`config.mk`:
```
export PLATFORM = sky130hd
export DESIGN_NAME = opsum_buffer
export DESIGN_NICKNAME = d
export VERILOG_FILES = /design/src/rtl/opsum_pkg.sv /design/src/rtl/opsum_row_store.sv /design/src/rtl/opsum_buffer.sv
export SDC_FILE = /design/constraint.sdc
export NUM_CORES = 2
export LEC_CHECK = 0
export ABC_AREA = 1
export CORE_MARGIN = 2
export CORE_UTILIZATION = 42
export CTS_CLUSTER_DIAMETER = 120
export DETAILED_ROUTE_END_ITERATION = 16
export PLACE_DENSITY = 0.67
export SKIP_LAST_GASP = 1
export SLEW_MARGIN = 25
export SYNTH_ARGS = -nofsm -noshare
export SYNTH_HDL_FRONTEND = slang
export SYNTH_SLANG_ARGS = --single-unit
export TNS_END_PERCENT = 5
```
`constraint.sdc`:
```
create_clock -name clk -period 70.9 [get_ports clk]
set_input_delay 14.18 -clock clk [delete_from_list [all_inputs] [get_ports clk]]
set_output_delay 14.18 -clock clk [all_outputs]
set_load 0.01 [all_outputs]
```
`src/rtl/opsum_pkg.sv`:
```
// rtl/opsum_pkg.sv - shared constants and types for the output-psum write-back buffer
// Purpose: array geometry, FSM state type and word-packing constants.
// Ports: none (package).
package opsum_pkg;

  localparam int ROW_NUM  = 32;               // PE rows, one store per row
  localparam int DEPTH    = 4;                // entries per row store
  localparam int LANE_W   = 16;               // one psum entry
  localparam int BEAT_NUM = 2;                // GLB words per row
  localparam int WORD_W   = LANE_W * BEAT_NUM; // one GLB word carries two entries

  typedef enum logic {
    FILL  = 1'b0,
    DRAIN = 1'b1
  } state_t;

endpackage

```
`src/rtl/opsum_row_store.sv`:
```
// rtl/opsum_row_store.sv - one row's 4x16 psum store with beat-select read
// Purpose: holds the psums captured for a single PE row until they are drained.
// Ports:
//   clk, reset  - clock, synchronous active-high reset (clears all entries)
//   clear       - synchronous clear of all entries
//   wr_en       - write wr_data into entry wr_idx
//   wr_idx      - entry index 0..3 (0 = oldest capture)
//   wr_data     - 16-bit psum
//   beat        - 0 selects {entry1, entry0}, 1 selects {entry3, entry2}
//   word        - 32-bit packed read word
module opsum_row_store
  import opsum_pkg::*;
(
  input  logic              clk,
  input  logic              reset,
  input  logic              clear,
  input  logic              wr_en,
  input  logic [1:0]        wr_idx,
  input  logic [LANE_W-1:0] wr_data,
  input  logic              beat,
  output logic [WORD_W-1:0] word
);

  logic [LANE_W-1:0] mem [DEPTH];

  always_ff @(posedge clk) begin
    if (reset || clear) begin
      for (int i = 0; i < DEPTH; i++) begin
        mem[i] <= '0;
      end
    end else if (wr_en) begin
      mem[wr_idx] <= wr_data;
    end
  end

  // Older entry sits in the low half so the GLB can replay words unchanged.
  always_comb begin
    word = beat ? {mem[3], mem[2]} : {mem[1], mem[0]};
  end

endmodule

```
`src/rtl/opsum_buffer.sv`:
```
// rtl/opsum_buffer.sv - output-psum write-back buffer between Reducer and GLB
// Purpose: captures one psum per row per strobe into per-row stores, then drains
// them to the GLB as 32-bit words, two words per active row.
// Ports:
//   clk, reset   - clock, synchronous active-high reset
//   opsum_in     - ROW_NUM x 16-bit psums, row r at [r*16 +: 16]
//   opsum_in_f   - capture strobe for all rows
//   flush        - drain a partially filled buffer
//   row_en       - active row count (0 or >ROW_NUM means ROW_NUM), latched on drain entry
//   buf_ready    - capture will be accepted
//   valid_op     - word valid toward GLB
//   ready_op     - GLB accepts word
//   opsum_out    - packed word toward GLB
//   done         - one-cycle pulse after the final drain handshake
//   ovf_err      - sticky: strobe seen while draining
module opsum_buffer #(
  parameter int ROW_NUM = opsum_pkg::ROW_NUM,
  parameter int DEPTH   = opsum_pkg::DEPTH
) (
  input  logic                  clk,
  input  logic                  reset,
  input  logic [ROW_NUM*16-1:0] opsum_in,
  input  logic                  opsum_in_f,
  input  logic                  flush,
  input  logic [5:0]            row_en,
  output logic                  buf_ready,
  output logic                  valid_op,
  input  logic                  ready_op,
  output logic [31:0]           opsum_out,
  output logic                  done,
  output logic                  ovf_err
);

  import opsum_pkg::state_t;
  import opsum_pkg::FILL;
  import opsum_pkg::DRAIN;
  import opsum_pkg::LANE_W;

  localparam int IDX_W = $clog2(ROW_NUM);

  state_t           state, state_next;
  logic [2:0]       fill_cnt;
  logic [IDX_W-1:0] row_idx;
  logic             beat;
  logic [5:0]       rows;
  logic [5:0]       rows_clamped;

  logic             capture;
  logic             go_drain;
  logic             handshake;
  logic             drain_done;

  logic [31:0]      words [ROW_NUM];

  // ---------------------------------------------------------------- control
  always_comb begin
    capture    = opsum_in_f && (state == FILL);
    // A flush counts a same-cycle capture, so a lone flush on an empty buffer is ignored.
    go_drain   = (state == FILL) &&
                 ((capture && (fill_cnt == 3'(DEPTH - 1))) ||
                  (flush && ((fill_cnt != 3'd0) || capture)));
    handshake  = (state == DRAIN) && ready_op;
    drain_done = handshake && beat && ({1'b0, row_idx} == (rows - 6'd1));
    rows_clamped = ((row_en == 6'd0) || (row_en > 6'(ROW_NUM))) ? 6'(ROW_NUM) : row_en;
  end

  // ---------------------------------------------------------------- FSM
  always_ff @(posedge clk) begin
    if (reset) begin
      state <= FILL;
    end else begin
      state <= state_next;
    end
  end

  always_comb begin
    state_next = state;
    case (state)
      FILL:    if (go_drain)   state_next = DRAIN;
      DRAIN:   if (drain_done) state_next = FILL;
      default: state_next = FILL;
    endcase
  end

  always_comb begin
    buf_ready = (state == FILL);
    valid_op  = (state == DRAIN);
    opsum_out = valid_op ? words[row_idx] : 32'd0;
  end

  // ---------------------------------------------------------------- counters
  always_ff @(posedge clk) begin
    if (reset) begin
      fill_cnt <= '0;
      row_idx  <= '0;
      beat     <= 1'b0;
      rows     <= 6'(ROW_NUM);
      done     <= 1'b0;
      ovf_err  <= 1'b0;
    end else begin
      done <= drain_done;
      if (opsum_in_f && (state == DRAIN)) begin
        ovf_err <= 1'b1;
      end
      if (state == FILL) begin
        if (capture) begin
          fill_cnt <= fill_cnt + 3'd1;
        end
        if (go_drain) begin
          rows    <= rows_clamped;
          row_idx <= '0;
          beat    <= 1'b0;
        end
      end else if (handshake) begin
        if (drain_done) begin
          fill_cnt <= '0;
          row_idx  <= '0;
          beat     <= 1'b0;
        end else begin
          beat <= ~beat;
          if (beat) begin
            row_idx <= row_idx + 1'b1;
          end
        end
      end
    end
  end

  // ---------------------------------------------------------------- row stores
  for (genvar r = 0; r < ROW_NUM; r++) begin : g_row
    opsum_row_store u_store (
      .clk     (clk),
      .reset   (reset),
      .clear   (drain_done),
      .wr_en   (capture),
      .wr_idx  (fill_cnt[1:0]),
      .wr_data (opsum_in[r*LANE_W +: LANE_W]),
      .beat    (beat),
      .word    (words[r])
    );
  end

endmodule
```
==> run_results.csv <==
group,metric,value,unit
cells_and_area,postLayoutCoreUtil,48.1,%
worst_setup_path,cp.arrival,7.12,ns
logic_synthesis,ys_warn_count,0,
worst_setup_path,r2r_start,"row_idx[1]",
logic_synthesis,async_flop_share,0,%
logic_synthesis,ys_seq_area_share,63.0,%
worst_setup_path,start_kind,"flip-flop",
clock_tree,postCtsSetupRepairBufs,0,
timing,finalCritPeriodShare,30.0,%
outcome,status,"finished, final reports clean",
routing,routed.top_layer,"met5",
floorplanning,die_h,487,µm
worst_setup_path,reg2reg_to,"g_row[23].u_store.mem[1][1]",
clock_tree,cts-buffers-inserted,214,
floorplanning,initial_core_util,42.2,%
global_routing,overflow,0,
logic_synthesis,ys_ff_latch,2066,
floorplanning,io_pins,559,
timing,setup_viol,0,
logic_synthesis,yosys.area.top_type_share,62.7,%
timing,relSlewSlack,17.0,%
timing,final_hold_viol_count,0,
worst_setup_path,cp.required,56.72,ns
clock_tree,cts_resized,0,
pwr,leakage,46.9,nW
placed_design,place_congestion,0.993,
worst_setup_path,max_stage_delay,0.97,ns
placed_design,dp_hpwl,245000,µm
pwr,p_per_area,27.5,nW/µm²
routing,drtPass1Iterations,7,
global_routing,grt_pass1_wl,530000,µm
cells_and_area,nNetsFinal,11500,
timing,rsz0062_at_grt,"no",
worst_setup_path,end_kind,"primary output",
global_routing,grtUsageTotal,30.9,%
routing,drtIter0Drc,12600,
job,maxCapViolCount,0,
routing,wl_met2,156000,µm
logic_synthesis,synth.most_common_cell,"nand2_1",
logic_synthesis,yosysUniqueCellTypes,28,
clock_tree,clock-root-buffer,"clkbuf_16",
logic_synthesis,syn-cell-area,98100,µm²
logic_synthesis,synth_edf_count,2048,
routing,viasPerCell,5.57,
worst_setup_path,r2r_cells,16,
timing,slew_viol_final,0,
global_routing,grt_max_degree,198,
routing,finalWirelength,376000,µm
clock_tree,clock_latency,0.89,ns
floorplanning,rows,177,
clock_tree,h-tree-depth,4,
clock_tree,cts_sinks,2066,
worst_setup_path,cp_common_cell,"nand2_1",
worst_setup_path,crit_slowest_cell,"a21oi_1",
routing,routed-wl-met3,48700,µm
routing,routedWlPerCell,26.5,µm
logic_synthesis,synth_cells,10800,
routing,drcViolationCount,0,
worst_setup_path,crit_chain,"inv_8, buf_4, buf_4, buf_4, nand2_1, nand2_1, nand2_1, a21oi_1, nor2_1, nand2_1, nand3_1, a21oi_1, clkdlybuf4s50_1",
global_routing,antenna_found_initial,39,
floorplanning,die_x,487,µm
cells_and_area,drive_above_1_share,3.93,%
floorplanning,dieArea,238000,µm²
logic_synthesis,synth_common_cells,"2631 x nand2_1, 2119 x nor2_1, 2048 x edfxtp_1",
logic_synthesis,avgSynthCellArea,9.10,µm²
clock_tree,ctsHoldBuffers,0,
min_path,whs_endpoint,"ovf_err",
floorplanning,core-area,233000,µm²
timing,timing.fmax,46.9,MHz
routing,wl_met1,140000,µm
worst_setup_path,cp_max_fo,90,
logic_synthesis,syn-num-nets,11300,
clock_tree,cts_buffer_depth,3,
clock_tree,clk_pin_slew,0.06,ns
worst_setup_path,worst-setup-path-type,"reg2out",
worst_setup_path,r2r_slack,63.86,ns
timing,period_needed,21.30,ns
worst_setup_path,cp_top_family,"buffers and inverters",
timing,tns,0,ns
cells_and_area,area.growth.synth_to_final,14.1,%
min_path,hold_start,"ovf_err",
clock_tree,cts_tree,"done",
min_path,hold_path_depth,2,
pwr,vdd_drop_max,23.7,µV
pwr,power,3.08,mW
min_path,hold_path.class,"reg2reg",
timing,finClkSkew,0.0488,ns
worst_setup_path,cp.depth,13,
routing,dr_total_vias,79000,
logic_synthesis,synthTopCellsByArea,"edfxtp_1 63%, nand2_1 10%, nor2_1 8.1%",
routing,final_antenna_net_count,0,
cells_and_area,fillCellCount,21400,
worst_setup_path,critical_path_buf_inv_count,5,
timing,tightestPinTransition,1.25,ns
placed_design,portBuffers,558,
global_routing,grt_pass1_vias,73100,
logic_synthesis,synth_top_cell_by_area,"edfxtp_1",
logic_synthesis,synth_top_flop_cell,"edfxtp_1",
[metrics by stage]
| stage | area, µm² | hold WS (ns) | setup WS [ns] | std cells |
|---|---|---|---|---|
| after floorplan | 98100 | 0.457 | 17.13 | 10800 |
| after global routing | 112000 | 0.531 | 49.48 | 14200 |
| final | 112000 | 0.485 | 49.60 | 14200 |
| after detailed placement | 105000 | 0.470 | 50.94 | 13800 |
| after global placement | 105000 | 0.456 | 50.83 | 13800 |
| after CTS | 112000 | 0.485 | 49.96 | 14200 |
[registers in the layout (all words and copies together) (netlist names)]
| register | flops |
|---|---|
| ovf_err | 1 |
| beat | 1 |
| rows | 6 |
| valid_op | 1 |
| done | 1 |
| row_idx | 5 |
| g_row.u_store.mem | 2048 |
| fill_cnt | 3 |
[worst reg2reg max path, stage by stage (launching register included)]
cell	delay, ns
dfxtp_4	0.42
inv_4	0.39
buf_4	0.74
buf_4	0.71
nand2_1	0.14
nand2_1	0.10
nand3_1	0.08
nor2_1	0.11
nand2_1	0.12
nor2_4	0.17
nor2_8	0.09
nand4_1	0.30
buf_12	0.64
buf_4	0.91
buf_4	0.86
buf_4	0.87
nor2_1	0.13
[layer usage]
layer  up-vias  track usage, %
li1      35100               -
met4        44            21.9
met1     37900            41.2
met3       861            9.02
met2      5199            43.0
met5         -               0
[cell families after synthesis]
family / count (synthesis) / share of synthesized area [%]
AOI/OAI and AO/OA: 403 / 2.07
DFF: 2066 / 63.0
and+or+nand+nor: 6309 / 26.2
xor gates and xnor gates: 2 / 0.0179
buffers and inverters: 1998 / 8.65
adders and majority gates: 5 / 0.0638
[where the power goes]
group	internal, mW	switching [mW]
combinational	0.117	0.383
clock	0.629	0.495
sequential	1.44	0.0233
[worst max-delay path by stage]
| stage | startpoint | end | slack [ns] |
|---|---|---|---|
| floorplan | opsum_in_f | g_row[0].u_store.mem[3][0] | 17.13 |
| detailed placement | beat | opsum_out[28] | 50.94 |
| finish | beat | opsum_out[20] | 49.60 |
| global placement | beat | opsum_out[3] | 50.83 |
| global route | beat | opsum_out[20] | 49.48 |
| CTS | beat | opsum_out[28] | 49.96 |
[cells in the final DEF (no fill, tap or decap), types with 5 or more instances in the layout]
cell,count
clkinv_2,35
clkbuf_16,215
dfxtp_1,14
a21oi_1,174
nand3_1,1039
o21ai_0,221
clkinv_16,5
clkinv_1,62
nor2_1,2116
clkdlybuf4s50_1,558
diode_2,13
buf_4,97
buf_12,16
nand2_1,2627
nor3_1,513
bufinv_16,20
clkbuf_1,35
edfxtp_1,2048
inv_1,1266
ha_1,5
[cell type report]
cell class	instances	area [µm²]	share of cell area, %
inverter	1278	4820	4.31
clock inverter	137	1360	1.22
sequential	2066	61900	55.3
antenna	13	32.5	0.0291
multi-input combinational	6719	27900	24.9
timing repair buffer	675	6680	5.97
tap	3043	3810	3.40
clock buffer	250	5510	4.92
(Power assumes the default switching activity.)
